--- src/rtl/usb_pkg.sv ---
// USB shared definitions: PID nibbles, packet codes, SYNC pattern.
// Used by both the receive decoder and the transmitter.
package usb_pkg;

  localparam logic [3:0] PID_OUT   = 4'h1;
  localparam logic [3:0] PID_IN    = 4'h9;
  localparam logic [3:0] PID_DATA0 = 4'h3;
  localparam logic [3:0] PID_DATA1 = 4'hB;
  localparam logic [3:0] PID_ACK   = 4'h2;
  localparam logic [3:0] PID_NAK   = 4'hA;
  localparam logic [3:0] PID_STALL = 4'hE;

  localparam logic [7:0] SYNC_BYTE = 8'h80;

  typedef enum logic [2:0] {
    RX_NONE  = 3'd0,
    RX_OUT   = 3'd1,
    RX_IN    = 3'd2,
    RX_DATA0 = 3'd3,
    RX_DATA1 = 3'd4,
    RX_ACK   = 3'd5,
    RX_NAK   = 3'd6,
    RX_STALL = 3'd7
  } rx_packet_t;

  typedef enum logic [2:0] {
    S_WAIT_IDLE,
    S_IDLE,
    S_SYNC,
    S_PID,
    S_TOKEN,
    S_DATA,
    S_EOP,
    S_ERR_WAIT
  } rx_state_t;

  function automatic rx_packet_t pid_decode(
    input logic [3:0] p
  );
    rx_packet_t r;
    r = RX_NONE;
    unique case (p)
      PID_OUT:   r = RX_OUT;
      PID_IN:    r = RX_IN;
      PID_DATA0: r = RX_DATA0;
      PID_DATA1: r = RX_DATA1;
      PID_ACK:   r = RX_ACK;
      PID_NAK:   r = RX_NAK;
      PID_STALL: r = RX_STALL;
      default:   r = RX_NONE;
    endcase
    return r;
  endfunction

endpackage

--- src/rtl/usb_rx_decoder_if.sv ---
// Line inputs and status/data outputs of the USB receive decoder.
// master = decoder side, slave = line driver / consumer side.
interface usb_rx_decoder_if;
  import usb_pkg::*;

  logic       dp_in;
  logic       dm_in;
  rx_packet_t rx_packet;
  logic       rx_data_ready;
  logic       rx_transfer_active;
  logic       rx_error;
  logic       flush;
  logic       store_rx_packet_data;
  logic [7:0] rx_packet_data;

  modport master (
    input  dp_in,
    input  dm_in,
    output rx_packet,
    output rx_data_ready,
    output rx_transfer_active,
    output rx_error,
    output flush,
    output store_rx_packet_data,
    output rx_packet_data
  );

  modport slave (
    output dp_in,
    output dm_in,
    input  rx_packet,
    input  rx_data_ready,
    input  rx_transfer_active,
    input  rx_error,
    input  flush,
    input  store_rx_packet_data,
    input  rx_packet_data
  );

endinterface

--- src/rtl/usb_rx_decoder_bit_recovery.sv ---
// Line synchroniser, bit clock recovery, NRZI decode and bit unstuffing.
// tick marks each mid-bit sample; bit_valid only for non-stuffed data bits.
module usb_rx_bit_recovery #(
  parameter int CLKS_PER_BIT = 8
) (
  input  logic clk,
  input  logic rst,
  input  logic dp_in,
  input  logic dm_in,
  input  logic run,
  output logic tick,
  output logic bit_valid,
  output logic bit_val,
  output logic se0,
  output logic j_state,
  output logic stuff_err,
  output logic stuff_pend
);

  localparam int CW = $clog2(CLKS_PER_BIT);
  localparam logic [CW-1:0] HALF = CW'(CLKS_PER_BIT / 2);
  localparam logic [CW-1:0] LAST = CW'(CLKS_PER_BIT - 1);

  logic [1:0]    dp_sync;
  logic [1:0]    dm_sync;
  logic          dp_q;
  logic [CW-1:0] cnt;
  logic          prev;
  logic [2:0]    ones;
  logic          dp;
  logic          dm;
  logic          dp_edge;
  logic          nrzi;
  logic          data_tick;

  assign dp        = dp_sync[1];
  assign dm        = dm_sync[1];
  assign se0       = !dp && !dm;
  assign j_state   = dp && !dm;
  assign dp_edge   = dp ^ dp_q;
  assign tick      = (cnt == HALF);
  assign nrzi      = (dp == prev);
  assign bit_val   = nrzi;
  assign stuff_pend = (ones == 3'd6);
  assign data_tick = run && tick && !se0;
  assign bit_valid = data_tick && !stuff_pend;
  assign stuff_err = data_tick && stuff_pend && nrzi;

  always_ff @(posedge clk) begin
    if (rst) begin
      dp_sync <= '0;
      dm_sync <= '0;
      dp_q    <= 1'b0;
      cnt     <= '0;
      prev    <= 1'b1;
      ones    <= '0;
    end else begin
      dp_sync <= {dp_sync[0], dp_in};
      dm_sync <= {dm_sync[0], dm_in};
      dp_q    <= dp;
      // every D+ transition re-centres the sample point
      cnt <= (dp_edge || cnt == LAST) ? '0 : cnt + 1'b1;
      if (!run) begin
        prev <= 1'b1;
        ones <= '0;
      end else if (data_tick) begin
        prev <= dp;
        if (stuff_pend)
          ones <= nrzi ? ones : 3'd0;
        else
          ones <= nrzi ? ones + 3'd1 : 3'd0;
      end
    end
  end

endmodule

--- src/rtl/usb_rx_decoder.sv ---
// USB full-speed receive decoder: packet FSM, byte assembly,
// two-byte delay line that keeps the CRC16 out of the data buffer.
module usb_rx_decoder
  import usb_pkg::*;
#(
  parameter int CLKS_PER_BIT = 8,
  parameter int MAX_PAYLOAD  = 64
) (
  input logic             clk,
  input logic             rst,
  usb_rx_decoder_if.master bus
);

  localparam int BW = $clog2(MAX_PAYLOAD + 3);
  localparam logic [BW-1:0] TWO      = BW'(2);
  localparam logic [BW-1:0] BYTE_MAX = BW'(MAX_PAYLOAD + 2);

  rx_state_t  state, state_n;
  rx_packet_t pid_q, pid_code;

  logic tick, bit_valid, bit_val;
  logic se0, j_state, stuff_err, stuff_pend;
  logic run, se0_tick, eop_ok, byte_done, pid_ok;
  logic [6:0]    sr;
  logic [7:0]    byte_val;
  logic [2:0]    bitcnt;
  logic [BW-1:0] bytecnt;
  logic [7:0]    d0, d1;
  logic [2:0]    idle_cnt;
  logic          se0_seen, ready_d;
  logic err_ev, sync_ok, pid_load, flush_ev;
  logic byte_inc, store_ev, eop_good, se0_set;

  usb_rx_bit_recovery #(
    .CLKS_PER_BIT(CLKS_PER_BIT)
  ) u_bits (
    .clk       (clk),
    .rst       (rst),
    .dp_in     (bus.dp_in),
    .dm_in     (bus.dm_in),
    .run       (run),
    .tick      (tick),
    .bit_valid (bit_valid),
    .bit_val   (bit_val),
    .se0       (se0),
    .j_state   (j_state),
    .stuff_err (stuff_err),
    .stuff_pend(stuff_pend)
  );

  assign run = state inside {S_SYNC, S_PID, S_TOKEN, S_DATA, S_EOP};
  assign se0_tick  = tick && se0;
  assign eop_ok    = (bitcnt == 3'd0) && !stuff_pend;
  assign byte_val  = {bit_val, sr};
  assign byte_done = bit_valid && (bitcnt == 3'd7);
  assign pid_code  = pid_decode(byte_val[3:0]);
  assign pid_ok    = (byte_val[7:4] == ~byte_val[3:0])
                  && (pid_code != RX_NONE);

  always_ff @(posedge clk) begin
    if (rst) state <= S_WAIT_IDLE;
    else     state <= state_n;
  end

  always_comb begin
    state_n  = state;
    err_ev   = 1'b0;
    sync_ok  = 1'b0;
    pid_load = 1'b0;
    flush_ev = 1'b0;
    byte_inc = 1'b0;
    store_ev = 1'b0;
    eop_good = 1'b0;
    se0_set  = 1'b0;
    unique case (state)
      S_WAIT_IDLE:
        if (tick && j_state && idle_cnt == 3'd7)
          state_n = S_IDLE;
      S_IDLE:
        if (!j_state && !se0) state_n = S_SYNC;
      S_SYNC:
        if (stuff_err || se0_tick) err_ev = 1'b1;
        else if (byte_done) begin
          if (byte_val == SYNC_BYTE) begin
            sync_ok = 1'b1;
            state_n = S_PID;
          end else err_ev = 1'b1;
        end
      S_PID:
        if (stuff_err || se0_tick) err_ev = 1'b1;
        else if (byte_done) begin
          if (!pid_ok) err_ev = 1'b1;
          else begin
            pid_load = 1'b1;
            case (pid_code)
              RX_OUT, RX_IN: state_n = S_TOKEN;
              RX_DATA0, RX_DATA1: begin
                flush_ev = 1'b1;
                state_n  = S_DATA;
              end
              default: state_n = S_EOP;
            endcase
          end
        end
      S_TOKEN:
        if (stuff_err) err_ev = 1'b1;
        else if (se0_tick) begin
          if (eop_ok && bytecnt == TWO) begin
            se0_set = 1'b1;
            state_n = S_EOP;
          end else err_ev = 1'b1;
        end else if (byte_done) begin
          if (bytecnt == TWO) err_ev = 1'b1;
          else byte_inc = 1'b1;
        end
      S_DATA:
        if (stuff_err) err_ev = 1'b1;
        else if (se0_tick) begin
          if (eop_ok && bytecnt >= TWO) begin
            se0_set = 1'b1;
            state_n = S_EOP;
          end else err_ev = 1'b1;
        end else if (byte_done) begin
          if (bytecnt == BYTE_MAX) err_ev = 1'b1;
          else begin
            byte_inc = 1'b1;
            store_ev = (bytecnt >= TWO);
          end
        end
      S_EOP:
        if (stuff_err) err_ev = 1'b1;
        else if (se0_tick) begin
          if (se0_seen || eop_ok) se0_set = 1'b1;
          else err_ev = 1'b1;
        end else if (tick) begin
          if (se0_seen && j_state) begin
            eop_good = 1'b1;
            state_n  = S_IDLE;
          end else err_ev = 1'b1;
        end
      S_ERR_WAIT:
        if (se0_tick) se0_set = 1'b1;
        else if (tick && j_state && se0_seen)
          state_n = S_IDLE;
    endcase
    if (err_ev) state_n = S_ERR_WAIT;
  end

  always_ff @(posedge clk) begin
    if (rst) begin
      bus.rx_packet            <= RX_NONE;
      bus.rx_data_ready        <= 1'b0;
      bus.rx_transfer_active   <= 1'b0;
      bus.rx_error             <= 1'b0;
      bus.flush                <= 1'b0;
      bus.store_rx_packet_data <= 1'b0;
      bus.rx_packet_data       <= '0;
      pid_q    <= RX_NONE;
      ready_d  <= 1'b0;
      sr       <= '0;
      bitcnt   <= '0;
      bytecnt  <= '0;
      d0       <= '0;
      d1       <= '0;
      idle_cnt <= '0;
      se0_seen <= 1'b0;
    end else begin
      bus.flush                <= flush_ev;
      bus.store_rx_packet_data <= store_ev;
      if (store_ev) bus.rx_packet_data <= d0;
      ready_d <= eop_good
              && (pid_q == RX_DATA0 || pid_q == RX_DATA1);
      bus.rx_data_ready <= ready_d;
      if (sync_ok) begin
        bus.rx_transfer_active <= 1'b1;
        bus.rx_error           <= 1'b0;
      end
      if (err_ev) begin
        bus.rx_transfer_active <= 1'b0;
        bus.rx_error           <= 1'b1;
      end
      if (eop_good) begin
        bus.rx_transfer_active <= 1'b0;
        bus.rx_packet          <= pid_q;
      end
      if (!run)          bitcnt <= '0;
      else if (bit_valid) bitcnt <= bitcnt + 3'd1;
      if (bit_valid) sr <= byte_val[7:1];
      if (state != S_TOKEN && state != S_DATA)
        bytecnt <= '0;
      else if (byte_inc)
        bytecnt <= bytecnt + 1'b1;
      // newest byte enters d1; d0 is released only once two newer exist
      if (byte_inc) begin
        d0 <= d1;
        d1 <= byte_val;
      end
      if (pid_load) pid_q <= pid_code;
      se0_seen <= (state_n == state) ? (se0_seen | se0_set)
                                     : se0_set;
      if (state != S_WAIT_IDLE) idle_cnt <= '0;
      else if (tick) idle_cnt <= j_state ? idle_cnt + 3'd1 : 3'd0;
    end
  end

endmodule

--- src/flat_wrapper.sv ---
// flat-port wrapper written by rule: the top's interface ports become plain ports
module usb_rx_decoder_flat import usb_pkg::*;
#(
  parameter int CLKS_PER_BIT = 8,
  parameter int MAX_PAYLOAD  = 64
)
  (clk, rst, bus_dp_in, bus_dm_in, bus_rx_packet, bus_rx_data_ready, bus_rx_transfer_active, bus_rx_error, bus_flush, bus_store_rx_packet_data, bus_rx_packet_data);
  usb_rx_decoder_if bus_i ();
  input logic clk;
  input logic rst;
  input wire logic [$bits(bus_i.dp_in)-1:0] bus_dp_in;
  input wire logic [$bits(bus_i.dm_in)-1:0] bus_dm_in;
  output wire logic [$bits(bus_i.rx_packet)-1:0] bus_rx_packet;
  output wire logic [$bits(bus_i.rx_data_ready)-1:0] bus_rx_data_ready;
  output wire logic [$bits(bus_i.rx_transfer_active)-1:0] bus_rx_transfer_active;
  output wire logic [$bits(bus_i.rx_error)-1:0] bus_rx_error;
  output wire logic [$bits(bus_i.flush)-1:0] bus_flush;
  output wire logic [$bits(bus_i.store_rx_packet_data)-1:0] bus_store_rx_packet_data;
  output wire logic [$bits(bus_i.rx_packet_data)-1:0] bus_rx_packet_data;
  assign bus_i.dp_in = bus_dp_in;
  assign bus_i.dm_in = bus_dm_in;
  assign bus_rx_packet = bus_i.rx_packet;
  assign bus_rx_data_ready = bus_i.rx_data_ready;
  assign bus_rx_transfer_active = bus_i.rx_transfer_active;
  assign bus_rx_error = bus_i.rx_error;
  assign bus_flush = bus_i.flush;
  assign bus_store_rx_packet_data = bus_i.store_rx_packet_data;
  assign bus_rx_packet_data = bus_i.rx_packet_data;
  usb_rx_decoder #(.CLKS_PER_BIT(CLKS_PER_BIT), .MAX_PAYLOAD(MAX_PAYLOAD)) u_core (.clk(clk), .rst(rst), .bus(bus_i));
endmodule
--- config.mk ---
export PLATFORM = sky130hd
export DESIGN_NAME = usb_rx_decoder_flat
export DESIGN_NICKNAME = d
export VERILOG_FILES = /design/src/rtl/usb_pkg.sv /design/src/rtl/usb_rx_decoder_if.sv /design/src/rtl/usb_rx_decoder_bit_recovery.sv /design/src/rtl/usb_rx_decoder.sv /design/src/flat_wrapper.sv
export SDC_FILE = /design/constraint.sdc
export NUM_CORES = 1
export LEC_CHECK = 0
export ABC_AREA = 0
export BUFFER_PORTS_ARGS = -buffer_cell sky130_fd_sc_hd__buf_2
export CORE_ASPECT_RATIO = 0.7
export CORE_MARGIN = 10
export CORE_UTILIZATION = 42
export CTS_BUF_LIST = sky130_fd_sc_hd__clkbuf_8
export DETAILED_ROUTE_END_ITERATION = 8
export PLACE_DENSITY = 0.68
export SLEW_MARGIN = 20
export SYNTH_ARGS = -nofsm -noshare
export SYNTH_HDL_FRONTEND = slang
export SYNTH_SLANG_ARGS = --single-unit
--- constraint.sdc ---
create_clock -name clk -period 7.4 [get_ports clk]
set_input_delay 1.11 -clock clk [delete_from_list [all_inputs] [get_ports clk]]
set_output_delay 1.11 -clock clk [all_outputs]
set_load 0.005 [all_outputs]
==> run_results.csv, run 1 <==
group,metric,value,unit
status,outcome,"complete, no violations",
cells_and_area,fin_cells,507,
clock_tree,post_cts_buffers,0,
worst_setup_path,reg2reg_to,"u_core.bytecnt[4]",
floorplanning,initial_utilization,43.3,%
sta,timing.fmax,314,MHz
synth,synth_flop_cell,"dfxtp_1",
synth,yosysUniqueCellTypes,50,
placed_design,io_buffers,19,
cells_and_area,drive_gt1_share,11.1,%
global_route,grt_max_degree,59,
cells_and_area,synthToLayoutAreaGrowth,8.87,%
worst_hold_path,holdPathStages,1,
floorplanning,fp.dieH,95.4,µm
worst_setup_path,end_kind,"register",
sta,min_period,3.18,ns
synth,syn_nets,410,
clock_tree,cts.sinks,72,
global_route,antenna_found_initial,0,
detailed_routing,drcViolationCount,0,
worst_hold_path,min_path_type,"register to register",
clock_tree,ctsResizeCount,0,
clock_tree,root_buffer,"clkbuf_8",
placed_design,dpl.hpwl,4.88,mm
clock_tree,cts_tree,"done",
floorplanning,dieArea,12200,µm²
synth,ys_seq_area_share,42.2,%
power,leakagePower,0.00143,µW
job,max-cap-violations,0,
placed_design,gp_congestion,0.855,
worst_setup_path,reg2reg_slack,4.22,ns
power,p_per_area,189,nW/µm²
floorplanning,io_pins,20,
clock_tree,numCtsBuffers,9,
floorplanning,num_rows,27,
sta,hold_viol,0,
sta,setup_tns,0,ns
power,ir_drop,0.144,mV
detailed_routing,route.antenna.remaining_nets,0,
worst_setup_path,cp.arrival,3.42,ns
synth,synth_edf_count,0,
worst_setup_path,start_kind,"register",
detailed_routing,wl_per_cell,13.9,µm
sta,fin_skew,0.0104,ns
sta,whs,0.441,ns
cells_and_area,n_antenna_cell,0,
worst_setup_path,cp.required,7.63,ns
global_route,grt_pass1_wl,12.1,mm
worst_setup_path,crit_type,"register to register",
detailed_routing,drtIter0Drc,216,
worst_setup_path,r2r-start,"u_core.u_bits.dp_sync[1]",
clock_tree,htree_levels,3,
synth,synthCells,394,
worst_hold_path,hold_end,"u_core.u_bits.dp_sync[1]",
worst_setup_path,path_max_fanout,19,
worst_hold_path,min_from,"u_core.u_bits.dp_sync[0]",
synth,synth.avg_cell_area,8.66,µm²
floorplanning,core-area,7870,µm²
synth,synth_seq_cells,72,
detailed_routing,drt-pass1-iter-count,4,
clock_tree,max-clock-path-buffers,2,
placed_design,dp_cells,491,
sta,relSlewSlack,30.1,%
global_route,grt_remaining_overflow,0,
floorplanning,die_w,128,µm
cells_and_area,final_nets,417,
sta,slew_viol_final,0,
synth,ys_warn_count,0,
sta,rsz0062_at_grt,"no",
synth,syn_area,3410,µm²
synth,async_flop_share,0,%
clock_tree,ctsHoldBuffers,0,
worst_setup_path,rr_worst_depth,8,
detailed_routing,wirelength,7.07,mm
sta,setup_viol,0,
clock_tree,clock_latency,0.35,ns
clock_tree,cts.clk_slew.worst_paths,0.08,ns
global_route,gr-usage-all-layers,12.1,%
global_route,grt_pass1_vias,2494,
detailed_routing,via_per_inst,5.32,
sta,period_share,43.0,%
detailed_routing,vias,2696,
sta,worst_pin_slew,1.05,ns
==> where the power goes <==
group | switching (µW) | internal (µW)
sequential | 2.34 | 390
clock | 144 | 152
combinational | 9.04 | 4.46
==> cell families after synthesis <==
group,count (synthesis),share of synthesized area (%)
AND/OR/NAND/NOR,180,27.6
multiplexers,21,6.16
buffers and inverters,32,4.25
XOR/XNOR,15,4.40
AO/OA/AOI/OAI,61,10.7
adder cells (fa/ha/maj),13,4.69
flip-flops,72,42.2
==> cell usage in the layout, fill, tap and decap left out, drive strengths merged, types with 4 or more instances in the layout <==
master	Yosys	routed
nor4	7	7
xor2	8	8
mux2i	21	21
nand2b	8	8
o211ai	5	5
and2	4	4
nand4	5	5
nor3b	4	4
buf	8	20
nand2	37	37
ha	12	12
xnor2	7	7
a21oi	31	31
nand3	16	16
dfxtp	72	72
clkbuf	16	9
nor2b	13	13
inv	8	10
and3	4	4
nor2	58	58
o21ai	10	10
nor4b	4	4
nor3	10	10
==> through the flow <==
step | util [%] | cell area (µm²) | total power, µW | setup WS [ns]
after floorplan | - | 3410 | 411 | 4.91
after global placement | 44.8 | 3530 | 414 | 4.40
after CTS | 47.2 | 3710 | 709 | 4.22
after global routing | 47.2 | 3710 | 729 | 3.90
final | 47.2 | 3710 | 702 | 4.22
after detailed placement | 44.8 | 3530 | 415 | 4.25
==> registers in the layout, indices dropped and copies added (netlist names), 2 cells and up <==
name and flops:
u_core.pid_q 3, u_core.bus.rx_packet_data 8, u_core.u_bits.ones 3, u_core.d0 8, u_core.bus.rx_packet 3, u_core.bytecnt 7, u_core.d1 8, u_core.bitcnt 3
u_core.u_bits.cnt 3, u_core.u_bits.dm_sync 2, u_core.sr 7, u_core.state 3, u_core.u_bits.dp_sync 2, u_core.idle_cnt 3
==> how the worst max path moves through the flow <==
stage | from | end | slack [ns] | cells after the start
after CTS | u_core.u_bits.dp_sync[1] | u_core.bytecnt[4] | 4.22 | 8
after floorplan | u_core.u_bits.cnt[0] | u_core.se0_seen | 4.91 | 10
after global placement | u_core.u_bits.dp_sync[1] | u_core.bytecnt[6] | 4.40 | 8
after global routing | u_core.u_bits.dp_sync[1] | u_core.bytecnt[6] | 3.90 | 8
after detailed placement | u_core.u_bits.dp_sync[1] | u_core.bytecnt[5] | 4.25 | 8
final | u_core.u_bits.dp_sync[1] | u_core.bytecnt[4] | 4.22 | 8
==> routing by layer <==
metal | track usage (%) | vias to the layer above | share of wire, %
li1 | - | 1367 | -
met1 | 16.4 | 1277 | 52
met2 | 17.7 | 42 | 42
met3 | 4.21 | 10 | 4.9
met4 | 3.93 | 0 | 1.1
met5 | 0 | - | 0
==> layout make-up <==
class | instances | area, µm²
timing repair buffer | 20 | 103
sequential | 72 | 1440
multi-input combinational | 290 | 1830
tap | 101 | 126
clock buffer | 9 | 124
fill | 758 | 4160
inverter | 8 | 30.0
clock inverter | 7 | 65.1
==> cells in the mapped netlist, drive strengths merged, types with 2 or more instances <==
cell type | n | area, µm²
dfxtp | 72 | 1440
nor2 | 58 | 218
nand2 | 37 | 139
a21oi | 31 | 155
mux2i | 21 | 210
clkbuf | 16 | 60.1
nand3 | 16 | 85.1
nor2b | 13 | 88.8
ha | 12 | 150
nor3 | 10 | 50.1
o21ai | 10 | 50.1
buf | 8 | 55.1
inv | 8 | 30.0
nand2b | 8 | 50.1
xor2 | 8 | 88.8
nor4 | 7 | 71.3
xnor2 | 7 | 61.3
nand4 | 5 | 31.3
o211ai | 5 | 37.5
and2 | 4 | 25.0
and3 | 4 | 30.0
nor3b | 4 | 30.0
nor4b | 4 | 35.0
a22oi | 3 | 22.5
or4 | 3 | 30.0
a21boi | 2 | 15.0
a41oi | 2 | 17.5
nand3b | 2 | 15.0
o21a | 2 | 15.0
==> critical path, cell delays in order (launching register included) <==
cell and delay [ns]:
dfxtp_1 0.60, o211ai_1 0.29, or4b_1 0.63, nor2b_1 0.24, o21a_1 0.68, and3_1 0.30
nand2_1 0.09, xor2_1 0.18, nor2_1 0.06
(Power assumes the default switching activity.)
==> inputs of run 2 (changes only) <==
PLACE_DENSITY = 0.7   (was 0.68)
clock period = 2.6 ns   (was 7.4 ns; I/O delays follow)
==> run_results.csv, run 2 (same netlist as run 1, synthesis figures left out) <==
group,metric,value,unit
floorplanning,initial_utilization,43.3,%
worst_setup_path,reg2reg_to,"u_core.se0_seen",
floorplanning,dieArea,12200,µm²
global_route,grt_pass1_wl,12.8,mm
sta,fin_skew,0.00834,ns
sta,setup_viol,0,
cells_and_area,reg.largest.list,"u_core.bus.rx_packet_data: 8 flops, u_core.d0: 8 flops, u_core.d1: 8 flops",
status,outcome,"complete, no violations",
cells_and_area,mostFrequentLayoutCells,"67 x dfxtp_1, 57 x nor2_1, 37 x nand2_1",
cells_and_area,regArea,1450,µm²
power,p_clk_share,46.1,%
cells_and_area,fin_cells,536,
global_route,grt_max_degree,33,
floorplanning,io_pins,20,
detailed_routing,wirelength,7.67,mm
placed_design,dpl.hpwl,5.31,mm
cells_and_area,final_nets,446,
placed_design,dp_cells,515,
detailed_routing,vias,2865,
clock_tree,htree_levels,3,
power,p_seq_share,51.5,%
worst_setup_path,reg2reg_slack,0.1,ns
worst_hold_path,holdPathStages,2,
cells_and_area,layout_commonest_cell,"dfxtp_1",
job,max-cap-violations,0,
clock_tree,cts.clk_slew.worst_paths,0.08,ns
detailed_routing,wl_per_cell,14.3,µm
worst_setup_path,start_kind,"register",
worst_setup_path,end_kind,"register",
sta,relSlewSlack,59.6,%
floorplanning,die_w,128,µm
power,power_frac_comb,2.4,%
floorplanning,num_rows,27,
detailed_routing,drcViolationCount,0,
worst_hold_path,hold_end,"u_core.u_bits.dm_sync[0]",
cells_and_area,n_antenna_cell,0,
sta,worst_pin_slew,0.606,ns
placed_design,dpl_cell_area,3710,µm²
power,swShare,22.3,%
sta,timing.fmax,399,MHz
detailed_routing,drt-pass1-iter-count,5,
cells_and_area,synthToLayoutAreaGrowth,18.4,%
sta,setup_tns,0,ns
power,switchingPower,484,µW
sta,rsz0062_at_grt,"yes",
floorplanning,core-area,7870,µm²
global_route,antenna_found_initial,0,
worst_setup_path,cp.required,2.85,ns
cells_and_area,drive_gt1_share,21.1,%
worst_hold_path,min_path_type,"primary input to register",
clock_tree,max-clock-path-buffers,2,
sta,period_share,96.3,%
worst_setup_path,r2r-start,"u_core.u_bits.ones[0]",
worst_setup_path,crit_type,"register to register",
clock_tree,clock_latency,0.35,ns
power,internal_power,1680,µW
power,leakagePower,0.00160,µW
placed_design,io_buffers,19,
power,ir_drop,0.456,mV
clock_tree,root_buffer,"clkbuf_8",
sta,hold_viol,0,
detailed_routing,route.antenna.remaining_nets,0,
clock_tree,cts_tree,"done",
placed_design,gp_congestion,0.948,
worst_setup_path,cp.arrival,2.76,ns
power,p_per_area,536,nW/µm²
sta,min_period,2.50,ns
clock_tree,numCtsBuffers,9,
floorplanning,fp.dieH,95.4,µm
cells_and_area,multi_input_area,1880,µm²
worst_setup_path,rr_worst_depth,10,
worst_setup_path,path_max_fanout,4,
cells_and_area,fin_area,4040,µm²
global_route,grt_pass1_vias,2681,
global_route,gr-usage-all-layers,12.7,%
detailed_routing,drtIter0Drc,209,
global_route,grt_remaining_overflow,0,
detailed_routing,via_per_inst,5.35,
sta,slew_viol_final,0,
worst_hold_path,min_from,"bus_dm_in",
clock_tree,cts.sinks,72,
cells_and_area,fillers,718,
==> run 2: layer usage <==
metal	share of wire [%]	GRT usage [%]
met5	0	0
met3	5.9	3.94
met4	1.2	4.77
met2	45	19.7
met1	48	16.4
==> run 2: power by group through the flow <==
stage	registers, µW	clock network [µW]	logic [µW]
4_1_cts	1110	1020	44.1
5_1_grt	1120	1070	57.1
2_1_floorplan	1140	0	32.1
6_report	1120	997	51.6
3_5_place_dp	1140	0	43.9
3_3_place_gp	1140	0	43.5
==> run 2: timing repair <==
action                     in CTS  in global routing
hold buffers                    0                  0
setup buffers                   0                  6
gates resized for setup         2                 20
setup endpoints to repair       2                 17
pin swaps                       0                 10
==> run 2: how the worst max path moves through the flow <==
stage,cells past startpoint,startpoint,to
global placement,9,u_core.u_bits.ones[0],u_core.se0_seen
detailed placement,9,u_core.bitcnt[1],u_core.se0_seen
floorplan,10,u_core.u_bits.cnt[0],u_core.se0_seen
finish,10,u_core.u_bits.ones[0],u_core.se0_seen
CTS,9,u_core.bitcnt[1],u_core.se0_seen
global route,9,u_core.bitcnt[1],u_core.se0_seen
==> run 2: through the flow <==
step                      hold WS (ns)  util, %  total power [µW]  worst slack (ns)
after global routing             0.234     51.3              2240           -0.0176
after floorplan                  0.414        -              1170             0.110
final                            0.244     51.3              2160            0.0967
after CTS                        0.233     50.0              2180            0.0324
after detailed placement         0.426     47.1              1180           -0.0308
after global placement           0.418     47.1              1180            0.0790
==> run 2: layout make-up <==
cell class              instances  area share, %
repair buffers                 49           8.02
multi-input cells             290           46.5
well taps                     101           3.13
clock buffers                   9           3.07
clock inverters                 7           2.60
inverters                       8          0.743
flip-flops and latches         72           35.9
==> run 2: worst max-delay path, cell delays in order (launching register included) <==
cell      delay [ns]
dfxtp_2         0.34
inv_1           0.06
ha_2            0.19
buf_6           0.10
o211ai_1        0.09
or4_4           0.43
nor2b_4         0.14
or4_4           0.43
nor4_4          0.30
xor2_1          0.11
a31o_1          0.22
